==> src/rtl/cmd_sequencer.sv <==
// cmd_sequencer: turns button edges into config RAM writes (word 0 = algorithm, word 1 = byte
// position), shares the write port round-robin with a CPU, then starts the core. Watchdog: CMD_WDOG_EN.
module cmd_sequencer #(
  parameter int ADDR_W  = 16,
  parameter int DATA_W  = 8,
  parameter int TIMEOUT = 1024
) (
  input  logic              clk,
  input  logic              rst,
  input  logic [2:0]        btn,
  input  logic [7:0]        bytePos,
  input  logic              cpu_req,
  input  logic [ADDR_W-1:0] cpu_addr,
  input  logic [DATA_W-1:0] cpu_wdata,
  output logic              cpu_gnt,
  output logic              mem_we,
  output logic [ADDR_W-1:0] mem_addr,
  output logic [DATA_W-1:0] mem_wdata,
  output logic              start,
  input  logic              done,
  output logic              busy,
  output logic              err
);

  typedef enum logic [0:0] {IDLE = 1'b0, RUN = 1'b1} state_t;

  state_t              state_r;
  logic [2:0]          btn_q_r;
  logic                pend_alg_r, pend_pos_r, alg_done_r, pos_done_r;
  logic [1:0]          alg_val_r;
  logic [DATA_W-1:0]   pos_val_r;
  logic                last_cpu_r;
  logic                mem_we_r, start_r, busy_r;
  logic [ADDR_W-1:0]   mem_addr_r;
  logic [DATA_W-1:0]   mem_wdata_r;

  logic [2:0]          rise_s;
  logic                int_req_s, cpu_gnt_s, int_gnt_s;
  logic                pend_alg_n_s, pend_pos_n_s, alg_done_n_s, pos_done_n_s;
  logic [1:0]          alg_val_n_s;
  logic                go_run_s;

  // Button edges are only honoured while idle; btn_q still tracks so a press during RUN is consumed.
  assign rise_s    = (state_r == IDLE) ? (btn & ~btn_q_r) : 3'b000;
  assign int_req_s = pend_alg_r | pend_pos_r;

  // Round-robin arbitration between CPU and internal requester; nothing granted during reset.
  always_comb begin
    cpu_gnt_s = 1'b0;
    int_gnt_s = 1'b0;
    if (rst) begin
      cpu_gnt_s = 1'b0;
      int_gnt_s = 1'b0;
    end else if (cpu_req && int_req_s) begin
      if (last_cpu_r) begin
        int_gnt_s = 1'b1;
      end else begin
        cpu_gnt_s = 1'b1;
      end
    end else if (cpu_req) begin
      cpu_gnt_s = 1'b1;
    end else if (int_req_s) begin
      int_gnt_s = 1'b1;
    end else begin
      cpu_gnt_s = 1'b0;
      int_gnt_s = 1'b0;
    end
  end

  // Next pending/done flags: a same-cycle edge re-arms a flag that its grant just cleared.
  always_comb begin
    pend_alg_n_s = pend_alg_r;
    pend_pos_n_s = pend_pos_r;
    alg_val_n_s  = alg_val_r;
    alg_done_n_s = alg_done_r | (int_gnt_s & pend_alg_r);
    pos_done_n_s = pos_done_r | (int_gnt_s & ~pend_alg_r & pend_pos_r);
    if (rise_s[0]) begin
      pend_alg_n_s = 1'b1;
      alg_val_n_s  = 2'd1;
    end else if (rise_s[1]) begin
      pend_alg_n_s = 1'b1;
      alg_val_n_s  = 2'd2;
    end else if (int_gnt_s && pend_alg_r) begin
      pend_alg_n_s = 1'b0;
    end else begin
      pend_alg_n_s = pend_alg_r;
    end
    if (rise_s[2]) begin
      pend_pos_n_s = 1'b1;
    end else if (int_gnt_s && !pend_alg_r && pend_pos_r) begin
      pend_pos_n_s = 1'b0;
    end else begin
      pend_pos_n_s = pend_pos_r;
    end
  end

  assign go_run_s = alg_done_n_s & pos_done_n_s & ~pend_alg_n_s & ~pend_pos_n_s;

`ifdef CMD_WDOG_EN
  localparam int CNT_W = $clog2(TIMEOUT + 1);
  logic [CNT_W-1:0] wdog_cnt_r;
  logic             err_r;
  assign err = err_r;
`else
  logic [31:0] unused_timeout_s;
  assign unused_timeout_s = 32'(TIMEOUT);
  assign err = 1'b0;
`endif

  // Command latching, write-port register stage and IDLE/RUN sequencing.
  always_ff @(posedge clk) begin
    if (rst) begin
      state_r     <= IDLE;
      btn_q_r     <= 3'b000;
      pend_alg_r  <= 1'b0;
      pend_pos_r  <= 1'b0;
      alg_done_r  <= 1'b0;
      pos_done_r  <= 1'b0;
      alg_val_r   <= 2'd0;
      pos_val_r   <= {DATA_W{1'b0}};
      last_cpu_r  <= 1'b0;
      mem_we_r    <= 1'b0;
      mem_addr_r  <= {ADDR_W{1'b0}};
      mem_wdata_r <= {DATA_W{1'b0}};
      start_r     <= 1'b0;
      busy_r      <= 1'b0;
`ifdef CMD_WDOG_EN
      wdog_cnt_r  <= {CNT_W{1'b0}};
      err_r       <= 1'b0;
`endif
    end else begin
      btn_q_r    <= btn;
      pend_alg_r <= pend_alg_n_s;
      pend_pos_r <= pend_pos_n_s;
      alg_val_r  <= alg_val_n_s;
      alg_done_r <= alg_done_n_s;
      pos_done_r <= pos_done_n_s;
      if (rise_s[2]) begin
        pos_val_r <= DATA_W'(bytePos);
      end
      mem_we_r <= cpu_gnt_s | int_gnt_s;
      if (cpu_gnt_s) begin
        last_cpu_r  <= 1'b1;
        mem_addr_r  <= cpu_addr;
        mem_wdata_r <= cpu_wdata;
      end else if (int_gnt_s) begin
        last_cpu_r  <= 1'b0;
        mem_addr_r  <= {{(ADDR_W-1){1'b0}}, ~pend_alg_r};
        mem_wdata_r <= pend_alg_r ? {{(DATA_W-2){1'b0}}, alg_val_r} : pos_val_r;
      end
      start_r <= 1'b0;
`ifdef CMD_WDOG_EN
      err_r   <= 1'b0;
`endif
      case (state_r)
        IDLE: begin
          if (go_run_s) begin
            state_r <= RUN;
            start_r <= 1'b1;
            busy_r  <= 1'b1;
`ifdef CMD_WDOG_EN
            wdog_cnt_r <= {CNT_W{1'b0}};
`endif
          end
        end
        RUN: begin
          if (done) begin
            state_r    <= IDLE;
            busy_r     <= 1'b0;
            alg_done_r <= 1'b0;
            pos_done_r <= 1'b0;
`ifdef CMD_WDOG_EN
          end else if (wdog_cnt_r == CNT_W'(TIMEOUT - 1)) begin
            state_r    <= IDLE;
            busy_r     <= 1'b0;
            alg_done_r <= 1'b0;
            pos_done_r <= 1'b0;
            err_r      <= 1'b1;
          end else begin
            wdog_cnt_r <= wdog_cnt_r + 1'b1;
`endif
          end
        end
        default: begin
          state_r <= IDLE;
          busy_r  <= 1'b0;
        end
      endcase
    end
  end

  assign cpu_gnt   = cpu_gnt_s;
  assign mem_we    = mem_we_r;
  assign mem_addr  = mem_addr_r;
  assign mem_wdata = mem_wdata_r;
  assign start     = start_r;
  assign busy      = busy_r;

endmodule

==> config.mk <==
export PLATFORM = sky130hd
export DESIGN_NAME = cmd_sequencer
export DESIGN_NICKNAME = d
export VERILOG_FILES = /design/src/rtl/cmd_sequencer.sv
export SDC_FILE = /design/constraint.sdc
export NUM_CORES = 1
export LEC_CHECK = 0
export BUFFER_PORTS_ARGS = -buffer_cell sky130_fd_sc_hd__buf_2
export CAP_MARGIN = 25
export CELL_PAD_IN_SITES_DETAIL_PLACEMENT = 1
export CELL_PAD_IN_SITES_GLOBAL_PLACEMENT = 2
export CORE_ASPECT_RATIO = 1.25
export CORE_UTILIZATION = 29
export DETAILED_ROUTE_END_ITERATION = 10
export HOLD_SLACK_MARGIN = 0.05
export PLACE_DENSITY = 0.76
export SLEW_MARGIN = 20
export SYNTH_ARGS = -nofsm -noshare
export SYNTH_HDL_FRONTEND = slang
export SYNTH_SLANG_ARGS = --single-unit
==> constraint.sdc <==
create_clock -name clk -period 1.6 [get_ports clk]
set_input_delay 0.16 -clock clk [delete_from_list [all_inputs] [get_ports clk]]
set_output_delay 0.16 -clock clk [all_outputs]
set_load 0.02 [all_outputs]
---- Yosys cells after proc, flatten, opt, wreduce, memory -nomap -nowiden ----
Index checks and enable logic that the tools add are counted.
cells by class
  reduce and logical (&&, ||, !) cells .... 10
  equal/unequal tests ..................... 2
  mux-type cells .......................... 34
  bitwise logic cells ..................... 16
operator list
  operator                                      count
  16-bit 2-to-1 mux                             2
  1-bit 2-to-1 mux                              26
  8-bit 2-to-1 mux                              3
  1-bit AND                                     6
  1-bit logical AND                             4
  2-bit inequality test, second input constant  2
  1-bit NOT                                     4
  1-bit OR                                      4
  1-bit case mux with 2 select lines            2
  2-bit nonzero test                            2
  2-bit OR reduction                            2
  3-bit AND                                     1
  3-bit 2-to-1 mux                              1
  3-bit NOT                                     1
  2-bit AND reduction                           1
  1-bit logical NOT                             1
word-level totals
  register bits ........................... 46
  word-level logic and storage cells ...... 77
  bits of input ports ..................... 39

---- Logic depth before layout (Yosys ltp) ----
Gate-level depths: netlist of the first run.
  word-level depth ........................ 14
  depth in mapped cells ................... 6
  gate-level depth less buffers ........... 4

---- Least setup slack after synthesis of the first run ----
Ideal clock, no wire load.
  path type ............................... register -> register
  start point ............................. reg pend_alg_r
  end point ............................... reg mem_wdata_r[4] (netlist: mem_wdata[4])
  data arrival time ....................... 1.072 ns
  cell stages (with the launch flop) ...... 6
  clock period less this slack ............ 1.200 ns
  buffers on the path ..................... 2
  path slack .............................. 0.400 ns
  data required time ...................... 1.472 ns
  cells stage by stage .................... dfxtp_1 -> buf_4 -> nor3_2 -> buf_2 -> a222oi_1 -> nor2_1
between the ends
  cells in the longest elaborated chain, start to end .. 6
  elaborated cells between the ends (all ways) .. 12
  those cells by class .................... 9 x mux; 1 x bitwise; 2 x reduce/logical
RTL lines
  item                                 RTL line  text
  start: declaration                   29        logic pend_alg_r, pend_pos_r, alg_done_r, pos_done_r;
  start signal: assignment             133       pend_alg_r <= pend_alg_n_s;
  1-bit OR                             45        assign int_req_s = pend_alg_r | pend_pos_r;
  1-bit 2-to-1 mux                     62        end else if (int_req_s) begin
  1-bit 2-to-1 mux                     60        end else if (cpu_req) begin
  1-bit 2-to-1 mux                     54        end else if (cpu_req && int_req_s) begin
  1-bit 2-to-1 mux                     51        if (rst) begin
  2-bit nonzero test (no source line)  n/a
  end signal: assignment               124       mem_wdata_r <= {DATA_W{1'b0}};
  end signal: assignment               145       mem_wdata_r <= cpu_wdata;
  end signal: assignment               149       mem_wdata_r <= pend_alg_r ? {{(DATA_W-2){1'b0}}, alg_val_r} : pos_val_r;
  end: declaration                     35        logic [DATA_W-1:0] mem_wdata_r;
Several ways; a longest one is shown, not always the timed one. The select of a mux whose other input is x is not followed.
A chain may end at the register's enable or synchronous reset.

---- Worst setup path in the final report of the first run ----
  start point ............................. reg pend_alg_r
  end point ............................... out cpu_gnt
between the ends
  cells in the longest elaborated chain, start to end .. 4
RTL lines
  item               RTL line  text
  1-bit OR           45
  1-bit logical AND  54
  1-bit 2-to-1 mux   54
  1-bit 2-to-1 mux   51
  end: declaration   15        output logic cpu_gnt,
Every way passes these cells.

==> impl_metrics.csv, run 1 <==
group,metric,value,unit
setup_path,crit_chain,"o21a_4 > nor2_4 > buf_12 > buf_4",
power_and_ir_drop,ir_drop,537.9,uV
power_and_ir_drop,leakage,0.001022,uW
setup_path,critPathMaxFanout,25,
floorplan,ios,68,
global_route,track_usage,13.85,%
power_and_ir_drop,power_density,1085,mW/mm^2
power_and_ir_drop,p_comb_share,14.4,%
floorplan,die_y,89.24,microns
finish,seq_area,923.4,sq um
power_and_ir_drop,p_seq_share,50.7,%
setup_path,worst_setup_path_end_kind,"primary output",
global_route,grt_max_degree,26,
timing,hold_viol,0,
clocking,clock-sinks,46,
floorplan,fp.coreArea,0.005818,sq mm
hold_path,min_path_type,"in -> reg",
setup_path,worstSetupStartpointType,"flop",
synthesis,synth_edf_count,0,
timing,setup_viol,0,
setup_path,critical-path-top-delay-family,"flip-flops",
clocking,cts_resized,1,
synthesis,ys_seq_elements,46,
status,status,"finished clean",
drt,drt_iter0_drc,50,
drt,drcViolationCount,0,
power_and_ir_drop,power.internal,1836,uW
setup_path,crit_required,1.44,ns
global_route,antenna_found_initial,0,
finish,fillers,697,
clocking,clk_pin_slew,0.08,ns
timing,fin_tns_setup,0,ns
finish,diodes,0,
floorplan,num_rows,31,
setup_path,cpPeakStageDelay,0.38,ns
drt,final_antenna_net_count,0,
setup_path,r2r_cells,4,
global_route,grt_pass1_vias,1417,
setup_path,crit_cells,4,
timing,max_freq,653.0,MHz
global_route,grt_first_pass_wirelength,6755,microns
drt,routed_wl,4186,microns
drt,via_count,1461,
timing,slew_headroom,62.84,%
synthesis,synth.avg_cell_area,10.83,sq um
clocking,cts_buffers,5,
clocking,cts-root-buf,"clkbuf_8",
synthesis,yosysSeqAreaShare,52.16,%
clocking,htreeDepth,2,
global_route,overflow,0,
timing,period_minus_slack,1.531,ns
placed_design,place_hpwl,3082,microns
synthesis,postSynthCellCount,163,
clocking,postCtsSetupBuffers,0,
timing,max_slew.worst_pin.slew,0.5532,ns
timing,min_period_over_period,95.71,%
finish,syn_to_final_growth,28.70,%
finish,nets,270,
floorplan,die_w,71.79,microns
timing,clock_skew,0.008882,ns
setup_path,path_class,"reg -> out",
setup_path,crit_buf_inv,2,
clocking,tritoncts,"done",
clocking,cts_hold_buf,0,
drt,wl_per_cell,14.05,microns
synthesis,syn_nets,202,
timing,whs,0.06760,ns
floorplan,dieArea,0.006406,sq mm
synthesis,synth_flop_cell,"dfxtp_1",
drt,via_per_inst,4.903,
placed_design,gp_congestion,0.6955,
finish,multi_input_area,750.7,sq um
clocking,clockBufferDepth,2,
finish,drive_gt1_share,40.09,%
placed_design,port_buffers,66,
drt,dr.pass1.iters,4,
synthesis,synth_cell_types,35,
timing,slew_violations,0,
flow_run,cap_violations,0,
timing,rsz0062_at_grt,"false",
clocking,clkLatencyLatePin,0.30,ns
power_and_ir_drop,p_switching,628.9,uW
synthesis,synth-async-reset-ratio,0,%
setup_path,arrival,1.37,ns
setup_path,crit_path_top_delay_cell,"dfxtp_2",
synthesis,yosysWarnings,0,
floorplan,initial_core_util,30.34,%
power_and_ir_drop,clockPowerShare,34.9,%
hold_path,min_delay_path_depth,2,
power_and_ir_drop,sw_frac_of_total,25.51,%
synthesis,synth_area,0.001765,sq mm
[cells in the final DEF, fill, tap and decap left out, types with 2 or more instances in the layout]
cell	netlist	final
clkbuf_8	0	5
buf_2	3	65
o41ai_2	2	2
mux2i_1	10	10
a31oi_1	3	3
inv_1	3	3
dfxtp_2	0	2
a21oi_1	4	4
nor4bb_1	2	2
nor3_2	2	2
buf_4	3	6
nor3_1	5	5
a22o_1	15	15
dfxtp_1	46	44
nor2_1	20	20
o21a_1	2	2
nand2b_1	2	2
a222oi_1	5	5
o21ai_0	3	3
o21ai_1	2	2
nor2_4	2	2
nor2b_1	8	8
and2_1	4	4
[metal layers]
metal	wire, microns	share of wire (%)	global-route usage, %
met5	0	0	0
met1	1887	45	17.15
met4	44	1.1	4.813
met2	1966	47	22.90
met3	287	6.9	4.284
[through the flow]
stage	power (uW)	cells	util [%]	worst slack [ns]	instance area (sq um)
floorplan	1504	163	-	0.4000	1765
global placement	1631	290	37.08	0.1884	2157
detailed placement	1633	290	37.08	0.1127	2157
CTS	2503	298	38.99	0.03199	2268
global route	2584	298	39.05	0.01138	2272
finish	2465	298	39.05	0.06856	2272
[cell type report]
| type | instances | area share, % |
|---|---|---|
| clock inverters | 2 | 1.652 |
| well taps | 66 | 3.634 |
| flip-flops and latches | 46 | 40.64 |
| clock buffers | 6 | 3.194 |
| multi-input cells | 102 | 33.04 |
| repair buffers | 72 | 17.18 |
| inverters | 4 | 0.6608 |
[power by group through the flow]
stage	sequential [uW]	combinational [uW]	clock, uW
after CTS	1250	359	894
after global routing	1260	391	934
after global placement	1280	355	0
after detailed placement	1280	358	0
after floorplan	1310	193	0
final	1250	356	860
[synth_stat cells, types with 3 or more instances]
cell | instances | area [sq um]
dfxtp_1 | 46 | 920.9
nor2_1 | 20 | 75.07
a22o_1 | 15 | 131.4
mux2i_1 | 10 | 100.1
nor2b_1 | 8 | 50.05
a222oi_1 | 5 | 50.05
nor3_1 | 5 | 25.02
a21oi_1 | 4 | 20.02
and2_1 | 4 | 25.02
a31oi_1 | 3 | 18.77
buf_2 | 3 | 15.01
buf_4 | 3 | 22.52
buf_6 | 3 | 33.78
inv_1 | 3 | 11.26
o21ai_0 | 3 | 15.01
[kinds of logic (layout without fill, tap and decap cells)]
logic type      after synthesis  after routing  synth area share, %
other cells                   1              1               0.2124
mux                          10             10                5.670
buf+inv                      15             84                5.315
flops                        46             46                52.16
simple gates                 51             51                17.43
compound gates               40             40                19.21
[flip-flops by register name, indices dropped and copies added (netlist names), 2 cells and up]
signal / cells
btn_q_r: 3
mem_wdata: 8
mem_addr: 16
pos_val_r: 8
alg_val_r: 2
[path summary, 6_finish.rpt]
kind | start | endpoint | slack, ns
worst max-delay path | pend_alg_r | cpu_gnt | 0.07
worst min register to register | busy | busy | 0.45
worst max register to register | last_cpu_r | mem_wdata[4] | 0.19
worst min-delay path | done | state_r | 0.07
Power figures use the tool's default switching activity.
==> inputs of run 2 (changes only) <==
- CORE_MARGIN: not set -> 8
- clock period: 1.6 -> 1.5 ns (I/O delays scaled with it)
==> run 2 against run 1 <==
Compared with the run above: routed wire length grew 12%; flip-flop and latch count unchanged; global-route usage shrank 3.2 points; cell area increased by 2.7%; die area is 38% higher; setup slack worse by 0.019 ns; critical path depth did not move; power grew 0.67%.
==> impl_metrics.csv, run 2 (synthesis results as in run 1) <==
group,metric,value,unit
floorplan,num_rows,32,
global_route,grt_first_pass_wirelength,7307,microns
setup_path,path_class,"reg -> out",
timing,period_minus_slack,1.450,ns
global_route,antenna_found_initial,0,
finish,drive_gt1_share,41.60,%
placed_design,place_hpwl,3481,microns
global_route,grt_pass1_vias,1502,
hold_path,min_path_type,"in -> reg",
clocking,clockBufferDepth,2,
power_and_ir_drop,power_density,1063,mW/mm^2
setup_path,arrival,1.30,ns
timing,clock_skew,0.01065,ns
hold_path,hp-start,"cpu_addr[7]",
finish,syn_to_final_growth,32.18,%
setup_path,regToRegSetupSlack,0.06,ns
finish,final_util,38.60,%
global_route,overflow,0,
clocking,cts-root-buf,"clkbuf_8",
drt,routed_wl,4669,microns
placed_design,dp_cells,312,
setup_path,crit_path_top_delay_cell,"dfxtp_2",
finish,seq_area,923.4,sq um
drt,wl_per_cell,14.46,microns
floorplan,ios,68,
setup_path,worstSetupStartpointType,"flop",
clocking,tritoncts,"done",
placed_design,gp_congestion,0.6975,
drt,via_count,1464,
timing,slew_violations,0,
setup_path,crit_chain,"o21a_4 > nor2_4 > buf_12 > buf_4",
setup_path,r2r_cells,6,
drt,dr.pass1.iters,4,
power_and_ir_drop,ir_drop,362.5,uV
timing,min_period_over_period,96.70,%
placed_design,post_dp_cell_area,0.002216,sq mm
finish,fillers,690,
clocking,clock-sinks,46,
timing,fin_tns_setup,0,ns
finish,final_cell_mix,"65 x buf_2, 44 x dfxtp_1, 20 x nor2_1",
flow_run,cap_violations,0,
finish,largest_register_ffs,16,
setup_path,critPathMaxFanout,5,
hold_path,min_to,"mem_addr[7]",
floorplan,initial_core_util,29.20,%
setup_path,rr_startpoint,"pend_pos_r",
placed_design,port_buffers,66,
global_route,track_usage,10.63,%
finish,final_common_cell,"buf_2",
drt,via_per_inst,4.533,
setup_path,crit_buf_inv,2,
finish,nets,276,
finish,multi_input_area,750.7,sq um
setup_path,r2r-end,"mem_wdata[2]",
status,status,"finished clean",
hold_path,min_delay_path_depth,2,
clocking,cts_buffers,5,
drt,drt_iter0_drc,69,
power_and_ir_drop,leakage,0.001054,uW
floorplan,die_y,103.2,microns
setup_path,cpPeakStageDelay,0.36,ns
clocking,clk_pin_slew,0.09,ns
setup_path,critical-path-top-delay-family,"flip-flops",
setup_path,worst_setup_path_end_kind,"primary output",
floorplan,fp.coreArea,0.006046,sq mm
timing,max_freq,689.5,MHz
finish,final_cell_area,0.002333,sq mm
drt,final_antenna_net_count,0,
global_route,grt_max_degree,34,
timing,rsz0062_at_grt,"false",
clocking,htreeDepth,2,
timing,setup_viol,0,
clocking,clkLatencyLatePin,0.30,ns
floorplan,die_w,85.79,microns
finish,diodes,0,
setup_path,crit_required,1.35,ns
drt,drcViolationCount,0,
floorplan,dieArea,0.008856,sq mm
finish,fin_cells,323,
timing,hold_viol,0,
==> run 2: through the flow <==
stage	power (uW)	worst slack, ns	hold WS (ns)
floorplan	1604	0.3000	0.2536
global placement	1752	0.1548	0.3648
detailed placement	1758	0.1021	0.3673
CTS	2525	0.03128	0.05528
global route	2612	0.0006475	0.05622
finish	2482	0.04957	0.06213
==> run 2: how the worst max path moves through the flow <==
stage	to	cells past startpoint	from
final	cpu_gnt	4	pend_alg_r
after global routing	mem_wdata[5]	6	pend_pos_r
after CTS	cpu_gnt	4	pend_alg_r
after detailed placement	mem_wdata[2]	5	pend_pos_r
after global placement	state_r	5	pend_alg_r
after floorplan	mem_wdata[4]	5	pend_alg_r
==> run 2: report_power, final <==
part / total (uW) / internal, uW / switching, uW / leakage, uW
registers: 1330 / 1290 / 39.4 / 0.000379
logic: 402 / 185 / 217 / 0.000627
clock network: 749 / 328 / 421 / 0.0000483
total: 2480 / 1800 / 678 / 0.00105
==> run 2: repair_timing <==
item / in CTS / in global routing
resized for setup: 3 / 0
endpoints found under the hold margin: 1 / 0
setup endpoints to repair: 1 / 0
hold buffers: 1 / 0
buffers inserted: 2 / 0
==> run 2: cell type report <==
type	count	area share [%]
clock inverter	3	0.8043
sequential	46	39.57
tap	85	4.558
multi-input combinational	102	32.17
timing repair buffer	78	19.30
inverter	4	0.6434
clock buffer	5	2.949
==> run 2: per-layer routing <==
| layer | routed length [microns] | track usage, % | vias to the layer above |
|---|---|---|---|
| met5 | 0 | 0 | - |
| met4 | 90 | 5.676 | 0 |
| met3 | 364 | 4.427 | 5 |
| met2 | 2218 | 17.22 | 45 |
| met1 | 1996 | 11.67 | 682 |
| li1 | - | - | 732 |
==> inputs of run 3 (changes only) <==
==> constraint.sdc (replaced) <==
create_clock -name clk -period 1.5 [get_ports clk]
set_input_delay 0.3 -clock clk [delete_from_list [all_inputs] [get_ports clk]]
set_output_delay 0.3 -clock clk [all_outputs]
set_load 0.02 [all_outputs]
==> run 3 against run 2 <==
Compared with the run above: cell area grew 1.8%; sequential power is essentially flat; clock power grew 1%; cell count grew 0.31%; worst hold slack gained 0.14 ns; register-to-register slack gained 0.05 ns; maximum frequency grew 0.65%; sequential share of layout area shrank 0.48 points; setup slack gained 0.0094 ns; critical endpoint unchanged; largest power group unchanged; highest routed layer unchanged.
==> impl_metrics.csv, run 3 (synthesis results as in run 1) <==
group,metric,value,unit
finish,final_common_cell,"buf_2",
finish,fillers,729,
timing,clock_skew,0.01389,ns
power_and_ir_drop,p_comb_share,16.7,%
floorplan,ios,68,
global_route,grt_first_pass_wirelength,7728,microns
floorplan,die_w,85.79,microns
finish,seq_area,928.4,sq um
power_and_ir_drop,power.internal,1816,uW
hold_path,hp-start,"cpu_addr[14]",
placed_design,dp_cells,313,
finish,diodes,0,
timing,slew_violations,0,
power_and_ir_drop,power_density,1055,mW/mm^2
clocking,cts_hold_buf,0,
drt,final_antenna_net_count,0,
setup_path,regToRegSetupSlack,0.11,ns
clocking,htreeDepth,2,
power_and_ir_drop,clockPowerShare,30.2,%
placed_design,preCtsSetupSlack,0.08607,ns
drt,drt_iter0_drc,70,
hold_path,min_path_type,"in -> reg",
global_route,track_usage,11.22,%
finish,fin_cells,324,
clocking,clkLatencyLatePin,0.31,ns
timing,fin_tns_setup,0,ns
global_route,antenna_found_initial,0,
setup_path,crit_required,1.20,ns
timing,fin_ws,0.05897,ns
finish,drive_gt1_share,42.26,%
timing,max_freq,693.9,MHz
global_route,grt_max_degree,36,
status,status,"finished clean",
placed_design,port_buffers,66,
floorplan,dieArea,0.008856,sq mm
power_and_ir_drop,leakage,0.001064,uW
power_and_ir_drop,sw_frac_of_total,27.54,%
finish,syn_to_final_growth,34.51,%
setup_path,path_class,"reg -> out",
timing,period_minus_slack,1.441,ns
floorplan,die_y,103.2,microns
finish,final_cell_mix,"65 x buf_2, 44 x dfxtp_1, 20 x nor2_1",
drt,via_count,1500,
clocking,clk_pin_slew,0.09,ns
clocking,cts-root-buf,"clkbuf_8",
setup_path,critPathMaxFanout,4,
floorplan,fp.coreArea,0.006046,sq mm
clocking,tritoncts,"done",
setup_path,crit_path_end,"cpu_gnt",
setup_path,cp-startpoint,"pend_alg_r",
setup_path,worstSetupStartpointType,"flop",
placed_design,gp_congestion,0.6976,
drt,routed_wl,4797,microns
clocking,cts_buffers,5,
power_and_ir_drop,ir_drop,344.5,uV
drt,dr.pass1.iters,4,
timing,setup_viol,0,
flow_run,cap_violations,0,
timing,rsz0062_at_grt,"false",
floorplan,num_rows,32,
placed_design,place_hpwl,3605,microns
clocking,clockBufferDepth,2,
timing,hold_viol,0,
setup_path,rr_startpoint,"pend_pos_r",
timing,min_period_over_period,96.07,%
drt,via_per_inst,4.630,
setup_path,worst_setup_path_end_kind,"primary output",
setup_path,arrival,1.14,ns
setup_path,r2r-end,"mem_wdata[5]",
drt,drcViolationCount,0,
power_and_ir_drop,p_seq_share,53.1,%
power_and_ir_drop,p_switching,690.0,uW
global_route,grt_pass1_vias,1583,
clocking,clock-sinks,46,
drt,wl_per_cell,14.81,microns
finish,largest_register_ffs,16,
finish,nets,277,
global_route,overflow,0,
setup_path,r2r_cells,6,
floorplan,initial_core_util,29.20,%
finish,multi_input_area,750.7,sq um
==> run 3: worst min path at each step <==
stage | endpoint | slack, ns | depth (start not counted)
CTS | mem_addr[14] | 0.19 | 2
detailed placement | busy | 0.44 | 2
global route | state_r | 0.19 | 2
finish | mem_addr[14] | 0.20 | 2
floorplan | state_r | 0.40 | 1
global placement | busy | 0.45 | 2
==> run 3: power by group through the flow <==
stage | Clock (uW) | Combinational [uW] | Sequential (uW)
2_1_floorplan | 0 | 206 | 1400
3_3_place_gp | 0 | 406 | 1360
3_5_place_dp | 0 | 408 | 1360
4_1_cts | 797 | 421 | 1330
5_1_grt | 842 | 462 | 1340
6_report | 757 | 419 | 1330
==> run 3: metal layers <==
layer / vias up / routed length, microns / GRT usage (%)
li1: 733 / - / -
met1: 713 / 1981 / 11.24
met5: - / 0 / 0
met2: 48 / 2354 / 19.86
met3: 6 / 365 / 4.506
met4: 0 / 95 / 5.676
==> run 3: worst max-delay path, cell delays in order, from the launching register on <==
cell and delay [ns]:
dfxtp_4 0.36, o21a_4 0.23, nor2_4 0.11, buf_6 0.13
==> run 3: layout make-up <==
class	instances	area share [%]
Clock inverter	3	0.8957
Clock buffer	5	2.898
Multi-Input combinational cell	102	31.61
Inverter	4	0.6322
Tap cell	85	4.478
Timing Repair Buffer	79	20.39
Sequential cell	46	39.09
==> run 3: repair_timing <==
action | in CTS | in global routing
pin swaps | 1 | 2
resized for setup | 5 | 1
setup buffers | 2 | 1
setup endpoints to repair | 1 | 15
==> run 3: stage by stage <==
step                      utilization, %  hold slack, ns  total power, uW  instance area (sq um)
after CTS                          38.91          0.1946             2549                   2352
after global placement             36.98          0.4514             1763                   2236
after floorplan                        -          0.4036             1604                   1765
final                              39.28          0.2025             2506                   2375
after detailed placement           36.98          0.4421             1767                   2236
after global routing               39.28          0.1905             2641                   2375
